===== src/rtl/apb4_master_fsm_if.sv =====
// Command/response handshake and APB4 bus bundle for apb4_master_fsm.
// The master modport is the FSM's side of every signal. The slave modport is
// the mirror image, used by whatever drives commands and plays the completer.
interface apb4_master_fsm_if #(
  parameter int NO_OF_SLAVE = 4
);
  // command port
  logic                   req_valid;
  logic                   req_ready;
  logic [31:0]            req_addr;
  logic                   req_write;
  logic [31:0]            req_wdata;
  logic [3:0]             req_strb;
  logic [2:0]             req_prot;
  // response port
  logic                   rsp_valid;
  logic                   rsp_ready;
  logic [31:0]            rsp_rdata;
  logic                   rsp_err;
  logic                   rsp_timeout;
  // APB4 request
  logic [31:0]            PADDR;
  logic [2:0]             PPROT;
  logic [NO_OF_SLAVE-1:0] PSELx;
  logic                   PWRITE;
  logic                   PENABLE;
  logic [31:0]            PWDATA;
  logic [3:0]             PSTRB;
  // APB4 completer response
  logic                   PREADY;
  logic [31:0]            PRDATA;
  logic                   PSLVERR;

  modport master (
    input  req_valid, req_addr, req_write, req_wdata, req_strb, req_prot,
    input  rsp_ready,
    input  PREADY, PRDATA, PSLVERR,
    output req_ready,
    output rsp_valid, rsp_rdata, rsp_err, rsp_timeout,
    output PADDR, PPROT, PSELx, PWRITE, PENABLE, PWDATA, PSTRB
  );

  modport slave (
    output req_valid, req_addr, req_write, req_wdata, req_strb, req_prot,
    output rsp_ready,
    output PREADY, PRDATA, PSLVERR,
    input  req_ready,
    input  rsp_valid, rsp_rdata, rsp_err, rsp_timeout,
    input  PADDR, PPROT, PSELx, PWRITE, PENABLE, PWDATA, PSTRB
  );
endinterface


===== src/rtl/apb4_master_fsm.sv =====
// APB4 requester: takes one command at a time, decodes the slave select from
// the address, runs SETUP/ACCESS on the bus, absorbs PREADY wait states with a
// timeout, and hands PRDATA/PSLVERR back on a valid/ready response port.
// Every output is a flop; nothing on the APB side reaches an output
// combinationally.
module apb4_master_fsm #(
  parameter int NO_OF_SLAVE = 4,
  parameter int SEL_LSB     = 12,
  parameter int TIMEOUT     = 16
) (
  input  logic              PCLK,
  input  logic              PRESETn,
  apb4_master_fsm_if.master bus
);
  // One extra index bit beyond what NO_OF_SLAVE needs, so addresses just
  // past the last slave decode as out of range instead of aliasing.
  localparam int IDX_W = $clog2(NO_OF_SLAVE) + 1;
  localparam int CNT_W = $clog2(TIMEOUT + 1);

  typedef enum logic [1:0] {
    IDLE   = 2'd0,
    SETUP  = 2'd1,
    ACCESS = 2'd2,
    RESP   = 2'd3
  } state_t;

  state_t                 state_q;
  logic                   req_ready_q;
  logic                   dec_err_q;
  logic [CNT_W-1:0]       wait_cnt_q;

  logic [31:0]            paddr_q;
  logic [2:0]             pprot_q;
  logic [NO_OF_SLAVE-1:0] psel_q;
  logic                   pwrite_q;
  logic                   penable_q;
  logic [31:0]            pwdata_q;
  logic [3:0]             pstrb_q;

  logic                   rsp_valid_q;
  logic [31:0]            rsp_rdata_q;
  logic                   rsp_err_q;
  logic                   rsp_timeout_q;

  // Slave decode of the incoming command address.
  logic [IDX_W-1:0]       sel_idx_d;
  logic                   sel_hit_d;
  logic [NO_OF_SLAVE-1:0] sel_onehot_d;

  assign sel_idx_d = bus.req_addr[SEL_LSB +: IDX_W];
  assign sel_hit_d = (32'(sel_idx_d) < 32'(NO_OF_SLAVE));

  generate
    for (genvar gi = 0; gi < NO_OF_SLAVE; gi++) begin : g_sel
      assign sel_onehot_d[gi] = (32'(sel_idx_d) == 32'(gi));
    end
  endgenerate

  // Transfer sequencer. A decode error still spends one cycle in SETUP (with
  // the bus untouched) so its response arrives one cycle after acceptance,
  // never with PSELx asserted.
  always_ff @(posedge PCLK) begin
    if (!PRESETn) begin
      state_q       <= IDLE;
      req_ready_q   <= 1'b0;
      dec_err_q     <= 1'b0;
      wait_cnt_q    <= '0;
      paddr_q       <= '0;
      pprot_q       <= '0;
      psel_q        <= '0;
      pwrite_q      <= 1'b0;
      penable_q     <= 1'b0;
      pwdata_q      <= '0;
      pstrb_q       <= '0;
      rsp_valid_q   <= 1'b0;
      rsp_rdata_q   <= '0;
      rsp_err_q     <= 1'b0;
      rsp_timeout_q <= 1'b0;
    end else begin
      case (state_q)
        IDLE: begin
          req_ready_q <= 1'b1;
          if (bus.req_valid && req_ready_q) begin
            req_ready_q <= 1'b0;
            dec_err_q   <= !sel_hit_d;
            state_q     <= SETUP;
            if (sel_hit_d) begin
              psel_q   <= sel_onehot_d;
              paddr_q  <= bus.req_addr;
              pwrite_q <= bus.req_write;
              pprot_q  <= bus.req_prot;
              pwdata_q <= bus.req_write ? bus.req_wdata : 32'h0;
              pstrb_q  <= bus.req_write ? bus.req_strb : 4'h0;
            end
          end
        end

        SETUP: begin
          if (dec_err_q) begin
            state_q       <= RESP;
            rsp_valid_q   <= 1'b1;
            rsp_err_q     <= 1'b1;
            rsp_timeout_q <= 1'b0;
            rsp_rdata_q   <= '0;
          end else begin
            state_q    <= ACCESS;
            penable_q  <= 1'b1;
            wait_cnt_q <= '0;
          end
        end

        ACCESS: begin
          if (bus.PREADY) begin
            state_q       <= RESP;
            psel_q        <= '0;
            penable_q     <= 1'b0;
            rsp_valid_q   <= 1'b1;
            rsp_err_q     <= bus.PSLVERR;
            rsp_timeout_q <= 1'b0;
            // Read data is only meaningful for a successful read.
            rsp_rdata_q   <= (!pwrite_q && !bus.PSLVERR) ? bus.PRDATA : 32'h0;
          end else if (wait_cnt_q == CNT_W'(TIMEOUT - 1)) begin
            state_q       <= RESP;
            psel_q        <= '0;
            penable_q     <= 1'b0;
            rsp_valid_q   <= 1'b1;
            rsp_err_q     <= 1'b1;
            rsp_timeout_q <= 1'b1;
            rsp_rdata_q   <= '0;
          end else begin
            wait_cnt_q <= wait_cnt_q + 1'b1;
          end
        end

        RESP: begin
          if (bus.rsp_ready) begin
            state_q     <= IDLE;
            rsp_valid_q <= 1'b0;
            req_ready_q <= 1'b1;
          end
        end

        default: state_q <= IDLE;
      endcase
    end
  end

  assign bus.req_ready   = req_ready_q;
  assign bus.rsp_valid   = rsp_valid_q;
  assign bus.rsp_rdata   = rsp_rdata_q;
  assign bus.rsp_err     = rsp_err_q;
  assign bus.rsp_timeout = rsp_timeout_q;
  assign bus.PADDR       = paddr_q;
  assign bus.PPROT       = pprot_q;
  assign bus.PSELx       = psel_q;
  assign bus.PWRITE      = pwrite_q;
  assign bus.PENABLE     = penable_q;
  assign bus.PWDATA      = pwdata_q;
  assign bus.PSTRB       = pstrb_q;
endmodule


===== src/flat_wrapper.sv =====
// flat-port wrapper written by rule: the top's interface ports become plain ports
module apb4_master_fsm_flat 
#(
  parameter int NO_OF_SLAVE = 4,
  parameter int SEL_LSB     = 12,
  parameter int TIMEOUT     = 16
)
  (PCLK, PRESETn, bus_req_valid, bus_req_addr, bus_req_write, bus_req_wdata, bus_req_strb, bus_req_prot, bus_rsp_ready, bus_PREADY, bus_PRDATA, bus_PSLVERR, bus_req_ready, bus_rsp_valid, bus_rsp_rdata, bus_rsp_err, bus_rsp_timeout, bus_PADDR, bus_PPROT, bus_PSELx, bus_PWRITE, bus_PENABLE, bus_PWDATA, bus_PSTRB);
  apb4_master_fsm_if #(.NO_OF_SLAVE(NO_OF_SLAVE)) bus_i ();
  input  logic PCLK;
  input  logic PRESETn;
  input wire logic [$bits(bus_i.req_valid)-1:0] bus_req_valid;
  input wire logic [$bits(bus_i.req_addr)-1:0] bus_req_addr;
  input wire logic [$bits(bus_i.req_write)-1:0] bus_req_write;
  input wire logic [$bits(bus_i.req_wdata)-1:0] bus_req_wdata;
  input wire logic [$bits(bus_i.req_strb)-1:0] bus_req_strb;
  input wire logic [$bits(bus_i.req_prot)-1:0] bus_req_prot;
  input wire logic [$bits(bus_i.rsp_ready)-1:0] bus_rsp_ready;
  input wire logic [$bits(bus_i.PREADY)-1:0] bus_PREADY;
  input wire logic [$bits(bus_i.PRDATA)-1:0] bus_PRDATA;
  input wire logic [$bits(bus_i.PSLVERR)-1:0] bus_PSLVERR;
  output wire logic [$bits(bus_i.req_ready)-1:0] bus_req_ready;
  output wire logic [$bits(bus_i.rsp_valid)-1:0] bus_rsp_valid;
  output wire logic [$bits(bus_i.rsp_rdata)-1:0] bus_rsp_rdata;
  output wire logic [$bits(bus_i.rsp_err)-1:0] bus_rsp_err;
  output wire logic [$bits(bus_i.rsp_timeout)-1:0] bus_rsp_timeout;
  output wire logic [$bits(bus_i.PADDR)-1:0] bus_PADDR;
  output wire logic [$bits(bus_i.PPROT)-1:0] bus_PPROT;
  output wire logic [$bits(bus_i.PSELx)-1:0] bus_PSELx;
  output wire logic [$bits(bus_i.PWRITE)-1:0] bus_PWRITE;
  output wire logic [$bits(bus_i.PENABLE)-1:0] bus_PENABLE;
  output wire logic [$bits(bus_i.PWDATA)-1:0] bus_PWDATA;
  output wire logic [$bits(bus_i.PSTRB)-1:0] bus_PSTRB;
  assign bus_i.req_valid = bus_req_valid;
  assign bus_i.req_addr = bus_req_addr;
  assign bus_i.req_write = bus_req_write;
  assign bus_i.req_wdata = bus_req_wdata;
  assign bus_i.req_strb = bus_req_strb;
  assign bus_i.req_prot = bus_req_prot;
  assign bus_i.rsp_ready = bus_rsp_ready;
  assign bus_i.PREADY = bus_PREADY;
  assign bus_i.PRDATA = bus_PRDATA;
  assign bus_i.PSLVERR = bus_PSLVERR;
  assign bus_req_ready = bus_i.req_ready;
  assign bus_rsp_valid = bus_i.rsp_valid;
  assign bus_rsp_rdata = bus_i.rsp_rdata;
  assign bus_rsp_err = bus_i.rsp_err;
  assign bus_rsp_timeout = bus_i.rsp_timeout;
  assign bus_PADDR = bus_i.PADDR;
  assign bus_PPROT = bus_i.PPROT;
  assign bus_PSELx = bus_i.PSELx;
  assign bus_PWRITE = bus_i.PWRITE;
  assign bus_PENABLE = bus_i.PENABLE;
  assign bus_PWDATA = bus_i.PWDATA;
  assign bus_PSTRB = bus_i.PSTRB;
  apb4_master_fsm #(.NO_OF_SLAVE(NO_OF_SLAVE), .SEL_LSB(SEL_LSB), .TIMEOUT(TIMEOUT)) u_core (.PCLK(PCLK), .PRESETn(PRESETn), .bus(bus_i));
endmodule

===== config.mk =====
export PLATFORM = sky130hd
export DESIGN_NAME = apb4_master_fsm_flat
export DESIGN_NICKNAME = d
export VERILOG_FILES = /design/src/rtl/apb4_master_fsm_if.sv /design/src/rtl/apb4_master_fsm.sv /design/src/flat_wrapper.sv
export SDC_FILE = /design/constraint.sdc
export NUM_CORES = 1
export LEC_CHECK = 0
export BUFFER_PORTS_ARGS = -buffer_cell sky130_fd_sc_hd__buf_2
export CAP_MARGIN = 25
export CORE_ASPECT_RATIO = 1.2
export CORE_UTILIZATION = 35
export CTS_BUF_LIST = sky130_fd_sc_hd__clkbuf_16
export CTS_CLUSTER_SIZE = 10
export DETAILED_ROUTE_END_ITERATION = 12
export PLACE_DENSITY_LB_ADDON = 0.1
export SYNTH_ARGS = -nofsm -noshare
export SYNTH_HDL_FRONTEND = slang
export SYNTH_SLANG_ARGS = --single-unit

===== constraint.sdc =====
create_clock -name PCLK -period 4.1 [get_ports PCLK]
set_input_delay 0.41 -clock PCLK [delete_from_list [all_inputs] [get_ports PCLK]]
set_output_delay 0.41 -clock PCLK [all_outputs]
set_load 0.1 [all_outputs]

Yosys cells after proc, flatten, opt, wreduce, memory -nomap -nowiden
Index checks and enable logic that the tools add are counted.
{"block": "totals", "out_inout_bits": 113, "reg_bits": 121}
{"block": "classes", "muxes": 39, "reduce_logical": 20, "add_sub_neg": 1, "n_lt_le_gt_ge": 1, "n_eq_ne": 15}
{"op": "$mux 32", "n": 5}
{"op": "$pmux 32 s2", "n": 1}
{"op": "$mux 4", "n": 5}
{"op": "$mux 5", "n": 3}
{"op": "$mux 1", "n": 13}
{"op": "$reduce_and 3->1", "n": 4}
{"op": "$reduce_and 4->1", "n": 3}
{"op": "$pmux 5 s2", "n": 1}
{"op": "$mux 2", "n": 4}
{"op": "$ne 2x2->1 const B", "n": 4}
{"op": "$pmux 1 s2", "n": 4}
{"op": "$pmux 2 s4", "n": 1}
{"op": "$pmux 4 s2", "n": 1}
{"op": "$eq 3x2->1 const B", "n": 2}
{"op": "$ne 2x1->1 const B", "n": 3}
{"op": "$reduce_bool 2->1", "n": 3}
{"op": "$add 5x1->5 const B", "n": 1}
{"op": "$eq 5x4->1 const B", "n": 1}
{"op": "$eq 2x2->1 const B", "n": 2}
{"op": "$reduce_and 2->1", "n": 2}
{"op": "$eq 3x1->1 const B", "n": 1}
{"op": "$logic_not 1->1", "n": 3}
{"op": "$logic_not 3->1", "n": 1}
{"op": "$lt 3x3->1 const B", "n": 1}
{"op": "other kinds (6)", "n": 7}

Logic depth before layout (Yosys ltp)
Gate-level depths: netlist of run 1.
{"block": "depth", "ltp_word": 5, "ltp_mapped": 8, "ltp_nobuf": 6}

Worst setup path after synthesis of run 1
Ideal clock, no wire load.
{"block": "synth_path", "path_kind": "register to register", "start": "register u_core.req_ready_q (netlist: u_core.bus.req_ready)", "end": "register u_core.pstrb_q[0] (netlist: u_core.bus.PSTRB[0])", "stages_incl_launch_ff": 6, "arrival_time_ps": 1983, "required_time_ps": 3982, "path_buffers": 2, "setup_slack_ps": 2000, "cell_sequence": "dfxtp_1 -> nand4b_4 -> and2_1 -> buf_2 -> buf_6 -> a22o_1"}
{"block": "synth_via", "elab_chain_len": 2}
{"item": "start: declaration", "line_no": "apb4_master_fsm.sv:28", "rtl": "logic req_ready_q;"}
{"item": "start signal: assignment", "line_no": "apb4_master_fsm.sv:65", "rtl": "req_ready_q <= 1'b0;"}
{"item": "start signal: assignment", "line_no": "apb4_master_fsm.sv:82", "rtl": "req_ready_q <= 1'b1;"}
{"item": "start signal: assignment", "line_no": "apb4_master_fsm.sv:84", "rtl": "req_ready_q <= 1'b0;"}
{"item": "$logic_and 1x1->1", "line_no": "apb4_master_fsm.sv:83", "rtl": "if (bus.req_valid && req_ready_q) begin"}
{"item": "$reduce_and 3->1 (no line)"}
{"item": "end signal: assignment", "line_no": "apb4_master_fsm.sv:93", "rtl": "pstrb_q <= bus.req_write ? bus.req_strb : 4'h0;"}
{"item": "end: declaration", "line_no": "apb4_master_fsm.sv:38", "rtl": "logic [3:0] pstrb_q;"}
No other way between the ends.
A chain may end at the register's enable or synchronous reset.

Final worst setup path of run 1
{"block": "layout_path", "start": "register u_core.state_q[0]", "end": "register u_core.pwdata_q[0] (netlist: u_core.bus.PWDATA[0])"}
{"block": "layout_via", "elab_chain_len": 2}
{"item": "start: declaration", "line_no": "apb4_master_fsm.sv:27", "rtl": "state_t state_q;"}
{"item": "start signal: assignment", "line_no": "apb4_master_fsm.sv:64", "rtl": "state_q <= IDLE;"}
{"item": "start signal: assignment", "line_no": "apb4_master_fsm.sv:86", "rtl": "state_q <= SETUP;"}
{"item": "start signal: assignment", "line_no": "apb4_master_fsm.sv:100", "rtl": "state_q <= RESP;"}
{"item": "$logic_not 2->1", "line_no": "apb4_master_fsm.sv:80", "rtl": "case (state_q)"}
{"item": "$reduce_and 3->1 (no line)"}
{"item": "end signal: assignment", "line_no": "apb4_master_fsm.sv:92", "rtl": "pwdata_q <= bus.req_write ? bus.req_wdata : 32'h0;"}
{"item": "end: declaration", "line_no": "apb4_master_fsm.sv:37", "rtl": "logic [31:0] pwdata_q;"}
No other way between the ends.

==> results of run 1 <==
## cell families (layout without fill, tap and decap cells)
| group | count (synthesis) | count (layout) | synth area share [%] |
|---|---|---|---|
| AOI/OAI and AO/OA | 125 | 125 | 23.5 |
| adders and majority gates | 6 | 6 | 1.70 |
| buffers and inverters | 35 | 263 | 4.61 |
| DFF | 121 | 121 | 54.8 |
| muxes | 7 | 7 | 1.59 |
| and+or+nand+nor | 120 | 120 | 13.8 |
## power by group
group / switching, uW / total (uW) / internal, uW / leakage (uW)
clock network: 548 / 1500 / 956 / 0.000287
registers: 53.6 / 1310 / 1260 / 0.000978
logic: 798 / 1020 / 220 / 0.00167
## flip-flops by register name, indices dropped and copies added (netlist names), 2 cells and up
register and cells:
u_core.wait_cnt_q 5, u_core.bus.PPROT 3, u_core.bus.PADDR 32, u_core.bus.PSELx 4, u_core.bus.PSTRB 4, u_core.state_q 2
u_core.bus.PWDATA 32, u_core.bus.rsp_rdata 32
## layer usage
layer / global-route usage [%] / vias to the layer above / routed length [um]
met5: 0 / - / 0
met4: 6.71 / 0 / 108
met3: 6.62 / 10 / 993
met2: 27.5 / 154 / 5290
met1: 21.7 / 1756 / 4910
li1: - / 1923 / -
## per-stage QoR
stage	hold WS, ns	instances
global placement	0.443	771
floorplan	0.450	414
global route	0.195	803
detailed placement	0.448	771
CTS	0.191	803
finish	0.208	803
## cell usage after synthesis, drive strengths merged
| cell type | count |
|---|---|
| a211oi | 1 |
| a21boi | 40 |
| a21o | 1 |
| a22o | 68 |
| and2 | 2 |
| and3 | 3 |
| and4b | 2 |
| buf | 20 |
| clkbuf | 11 |
| dfxtp | 121 |
| ha | 6 |
| inv | 4 |
| mux2i | 7 |
| nand2 | 78 |
| nand2b | 4 |
| nand3 | 4 |
| nand3b | 3 |
| nand4 | 1 |
| nand4b | 3 |
| nor2 | 4 |
| nor2b | 4 |
| nor3 | 2 |
| nor3b | 2 |
| nor4 | 2 |
| nor4b | 3 |
| nor4bb | 1 |
| o21a | 4 |
| o21ai | 1 |
| o21bai | 1 |
| o221a | 2 |
| o2bb2ai | 1 |
| o31a | 2 |
| o31ai | 3 |
| o41ai | 1 |
| or3b | 1 |
| or4 | 1 |
## area by class of cell
| type | count | area [um2] | area share, % |
|---|---|---|---|
| clock inverters | 15 | 178 | 2.87 |
| flip-flops and latches | 121 | 2420 | 39.2 |
| inverters | 4 | 15.0 | 0.243 |
| well taps | 161 | 201 | 3.26 |
| clock buffers | 17 | 425 | 6.88 |
| multi-input cells | 258 | 1790 | 29.0 |
| repair buffers | 227 | 1150 | 18.6 |
## worst max-delay path: stages, from the launching register on
cell      delay (ns)
dfxtp_1         0.35
inv_1           0.10
ha_1            0.38
nand4b_4        0.53
and2_1          0.36
buf_4           0.25
a22o_1          0.28
## worst paths after layout
check                                      start                               endpoint  slack [ns]  cells past startpoint
min                               bus_PRDATA[16]  u_core.bus.rsp_rdata[16]$_SDFFE_PN0P_        0.21                      2
max reg2reg       u_core.state_q[0]$_SDFFE_PN0P_      u_core.bus.PWDATA[0]$_SDFFE_PN0P_        1.71                      6
max               u_core.state_q[0]$_SDFFE_PN0P_      u_core.bus.PWDATA[0]$_SDFFE_PN0P_        1.71                      6
min reg2reg  u_core.bus.rsp_timeout$_SDFFE_PN0P_    u_core.bus.rsp_timeout$_SDFFE_PN0P_        0.46                      1
==> metrics.md, run 1 <==
| Metric | Value |
|---|---|
| Status | finished, final reports clean |
| Syn nets | 530 |
| Pins Over Slew Limit | 0 |
| Leakage | 0.00293 uW |
| DRT iter0 DRCs | 224 |
| CTS Buf Count | 17 |
| Clock buffer depth | 2 |
| Final HPWL DP | 7.79 mm |
| Least-Margin Pin Slew | 0.949 ns |
| RSZ-0062 raised after global routing | false |
| Largest net degree at the start of global routing | 62 |
| Initial antenna violation count | 0 |
| Setup Buffers After CTS | 0 |
| Max Fclk | 419 MHz |
| Routed length per placed instance | 14.1 um |
| Core Util, Final | 50.6% |
| Fin Clk Skew | 0.0154 ns |
| Num Clock Sinks | 121 |
| Cts repair resizes | 0 |
| Placed inst area | 5580 um2 |
| Synthesis-to-finish area growth | 39.9% |
| Setup ws final | 1.71 ns |
| Clk_lat worst skew | 0.41 ns |
| Cell Area, Synth | 4420 um2 |
| PortBufs | 222 |
| Final ANT Viol Nets | 0 |
| # nets final | 745 |
| Required @ worst endpoint | 4.39 ns |
| Design Power | 3830 uW |
| Finished Cell Area | 6180 um2 |
| Die X-Extent | 105 um |
| Commonest non-fill, non-tap cells in the layout | buf_2 (222), dfxtp_1 (121), nand2_1 (78) |
| Hold buffers post-CTS | 0 |
| Vias/cell | 4.79 |
| Root Buffer | clkbuf_16 |
| Post-synth cell types | 43 |
| Final hold violation count | 0 |
| Hold WC Path Type | input port to register |
| Worst setup SP type | register |
| Final worst-path cycle share | 58.2% |
| Worst-path clk slew | 0.06 ns |
| Cell Pwr Density | 620 nW/um2 |
| Crit path kind | register to register |
| Total core area | 12200 um2 |
| Starting density of the core | 36.2% |
| Vias in the first global route | 3556 |
| TritonCTS clock tree | yes |
| Max-slew headroom | 36.7% |
| Filler instances | 1176 |
| Io pins | 223 |
| YS warnings | 0 |
| FF+latch count, synth | 121 |
| Sequential-to-total area share from yosys stat | 54.8% |
| Die Y | 125 um |
| Cell count after synthesis | 414 |
| Detailed-route via count | 3843 |
| CP Capture Type | register |
| Commonest non-fill, non-tap cell in the layout | buf_2 |
| Worst-path maximum fanout | 38 |
| Max cap viols | 0 |
| Critical path arrival | 2.67 ns |
| Routability congestion estimate | 0.718 |
| Antenna Cells | 0 |
| Period minus WS final | 2.39 ns |
| Setup WS pre-CTS | 1.74 ns |
| Site row count | 44 |
| Share of layout cells above drive strength 1 | 41.3% |
| Post-route DRC violation count | 0 |
| DIE AREA | 13100 um2 |
| Mean area per synthesized cell | 10.7 um2 |
| Synth top area share | 54.8% |
| H-tree depth | 4 |
| Setup TNS | 0 ns |
| All-Layer GR Usage | 17.5% |
| Grt ovf | 0 |
| Leading post-synthesis cells by cell area | dfxtp_1 (55%), a22o_1 (13%), a21boi_0 (6.6%), nand2_1 (6.6%), ha_1 (1.7%) |
| First-pass GRT wire length | 18.2 mm |
| DR pass1 iterations | 4 |
| Area leader, netlist | dfxtp_1 |
| Post-Route WL | 11.3 mm |
| Peak VDD IR | 0.000333 V |
| Setup Viol. Count Final | 0 |
(Power assumes the default switching activity.)
==> run 2, diff against run 1 <==
==> constraint.sdc (replaced) <==
create_clock -name PCLK -period 2.3 [get_ports PCLK]
set_input_delay 0.23 -clock PCLK [delete_from_list [all_inputs] [get_ports PCLK]]
set_output_delay 0.23 -clock PCLK [all_outputs]
set_load 0.1 [all_outputs]
==> metrics.md, run 2 (same netlist as run 1, synthesis figures left out) <==
| Metric | Value |
|---|---|
| Largest net degree at the start of global routing | 39 |
| Vias/cell | 4.85 |
| Core Util, Final | 50.3% |
| Die X-Extent | 105 um |
| PortBufs | 222 |
| Hold WC Path Type | input port to register |
| CP Capture Type | register |
| Setup Buffers After CTS | 0 |
| Setup WS pre-CTS | 0.301 ns |
| Leakage | 0.00292 uW |
| Grt ovf | 0 |
| Detailed-route via count | 3901 |
| Required @ worst endpoint | 2.65 ns |
| H-tree depth | 4 |
| Comb power frac | 28.3% |
| Period minus WS final | 2.00 ns |
| Post-route DRC violation count | 0 |
| Crit-path max cell delay | 0.40 ns |
| Final ANT Viol Nets | 0 |
| RSZ-0062 raised after global routing | false |
| Setup ws final | 0.298 ns |
| Total core area | 12200 um2 |
| Die Y | 125 um |
| Routability congestion estimate | 0.723 |
| All-Layer GR Usage | 17.6% |
| Finished Cell Area | 6150 um2 |
| Crit path max-delay cell type | nor3b_2 |
| Vias in the first global route | 3839 |
| Hold buffers post-CTS | 0 |
| Num Clock Sinks | 121 |
| Starting density of the core | 36.2% |
| Root Buffer | clkbuf_16 |
| Initial antenna violation count | 0 |
| Share of layout cells above drive strength 1 | 41.3% |
| Cts repair resizes | 0 |
| # nets final | 748 |
| CTS Buf Count | 17 |
| Final HPWL DP | 8.02 mm |
| First-pass GRT wire length | 18.2 mm |
| Least-Margin Pin Slew | 0.687 ns |
| Site row count | 44 |
| Worst-path clk slew | 0.05 ns |
| Crit path cell chain | ha_1 > and3_1 > ha_1 > nor3b_2 > o31a_1 > buf_12 > a22o_1 |
| TritonCTS clock tree | yes |
| Peak VDD IR | 0.000430 V |
| Worst Path Buf+Inv | 1 |
| Critical path arrival | 2.35 ns |
| DR pass1 iterations | 4 |
| Synthesis-to-finish area growth | 39.2% |
| Commonest non-fill, non-tap cells in the layout | buf_2 (222), dfxtp_1 (121), nand2_1 (78) |
| DIE AREA | 13100 um2 |
| Final worst-path cycle share | 87.1% |
| Pins Over Slew Limit | 0 |
| Max Fclk | 499 MHz |
| Clk_lat worst skew | 0.41 ns |
| Antenna Cells | 0 |
| Max cap viols | 0 |
| Routed length per placed instance | 14.1 um |
| Filler instances | 1148 |
| Sw Ratio | 37.2% |
| Worst setup SP type | register |
| Design Power | 6580 uW |
| DRT iter0 DRCs | 174 |
| Clock Power Share | 36.1% |
| CP delay by family, top | simple AND/OR/NAND/NOR gates |
| Crit path kind | register to register |
| Fin Clk Skew | 0.00494 ns |
| Switching power | 2450 uW |
| Max-slew headroom | 54.1% |
| Placed inst area | 5620 um2 |
| Internal power | 4130 uW |
| Worst-path maximum fanout | 32 |
| Clock buffer depth | 2 |
| Flop pwr share | 35.6% |
| Commonest non-fill, non-tap cell in the layout | buf_2 |
| Io pins | 223 |
| Post-Route WL | 11.3 mm |
| Setup Viol. Count Final | 0 |
| Crit-path most repeated cell | ha_1 |
| Status | finished, final reports clean |
| Final hold violation count | 0 |
| Cell Pwr Density | 1070 nW/um2 |
| Setup TNS | 0 ns |
[run 2: changes by cell type in the layout (fill, tap and decap cells not counted)]
cell,before,now
inv_6,2,0
buf_12,0,1
bufinv_16,3,1
clkinv_2,2,5
clkinv_4,3,2
clkinv_1,0,2
buf_4,5,7
inv_1,5,4
[run 2: area by class of cell]
type | count | area (um2) | share of cell area (%)
Sequential cell | 121 | 2420 | 39.4
Multi-Input combinational cell | 258 | 1790 | 29.1
Timing Repair Buffer | 230 | 1180 | 19.2
Clock buffer | 17 | 425 | 6.92
Tap cell | 161 | 201 | 3.28
Clock inverter | 14 | 110 | 1.79
Inverter | 4 | 15.0 | 0.244
[run 2: through the flow]
step | hold WS [ns] | cells
6_report | 0.0312 | 805
5_1_grt | 0.0155 | 805
4_1_cts | 0.0123 | 805
3_5_place_dp | 0.443 | 774
3_3_place_gp | 0.440 | 774
2_1_floorplan | 0.355 | 414
[run 2: final timing paths]
check / startpoint / end / slack (ns) / cells after the start
setup / recovery: u_core.wait_cnt_q[0]$_SDFFE_PN0P_ / u_core.bus.rsp_rdata[2]$_SDFFE_PN0P_ / 0.30 / 7
hold / removal: bus_req_wdata[10] / u_core.bus.PWDATA[10]$_SDFFE_PN0P_ / 0.03 / 2
setup reg to reg: u_core.wait_cnt_q[0]$_SDFFE_PN0P_ / u_core.bus.rsp_rdata[2]$_SDFFE_PN0P_ / 0.30 / 7
hold reg to reg: u_core.bus.PSELx[1]$_SDFFE_PN0P_ / u_core.bus.PSELx[1]$_SDFFE_PN0P_ / 0.45 / 2
[run 2: power by group through the flow]
stage               Combinational [uW]  Clock, uW  Sequential (uW)
CTS                               1870       2430             2340
global placement                  1850          0             2380
finish                            1860       2380             2340
detailed placement                1870          0             2390
floorplan                          616          0             3290
global route                      1960       2540             2360
[run 2: routing by layer]
layer | track usage, % | share of wire (%)
met1 | 19.4 | 42
met2 | 29.3 | 48
met3 | 6.67 | 7.9
met5 | 0 | 0
met4 | 9.11 | 2.1
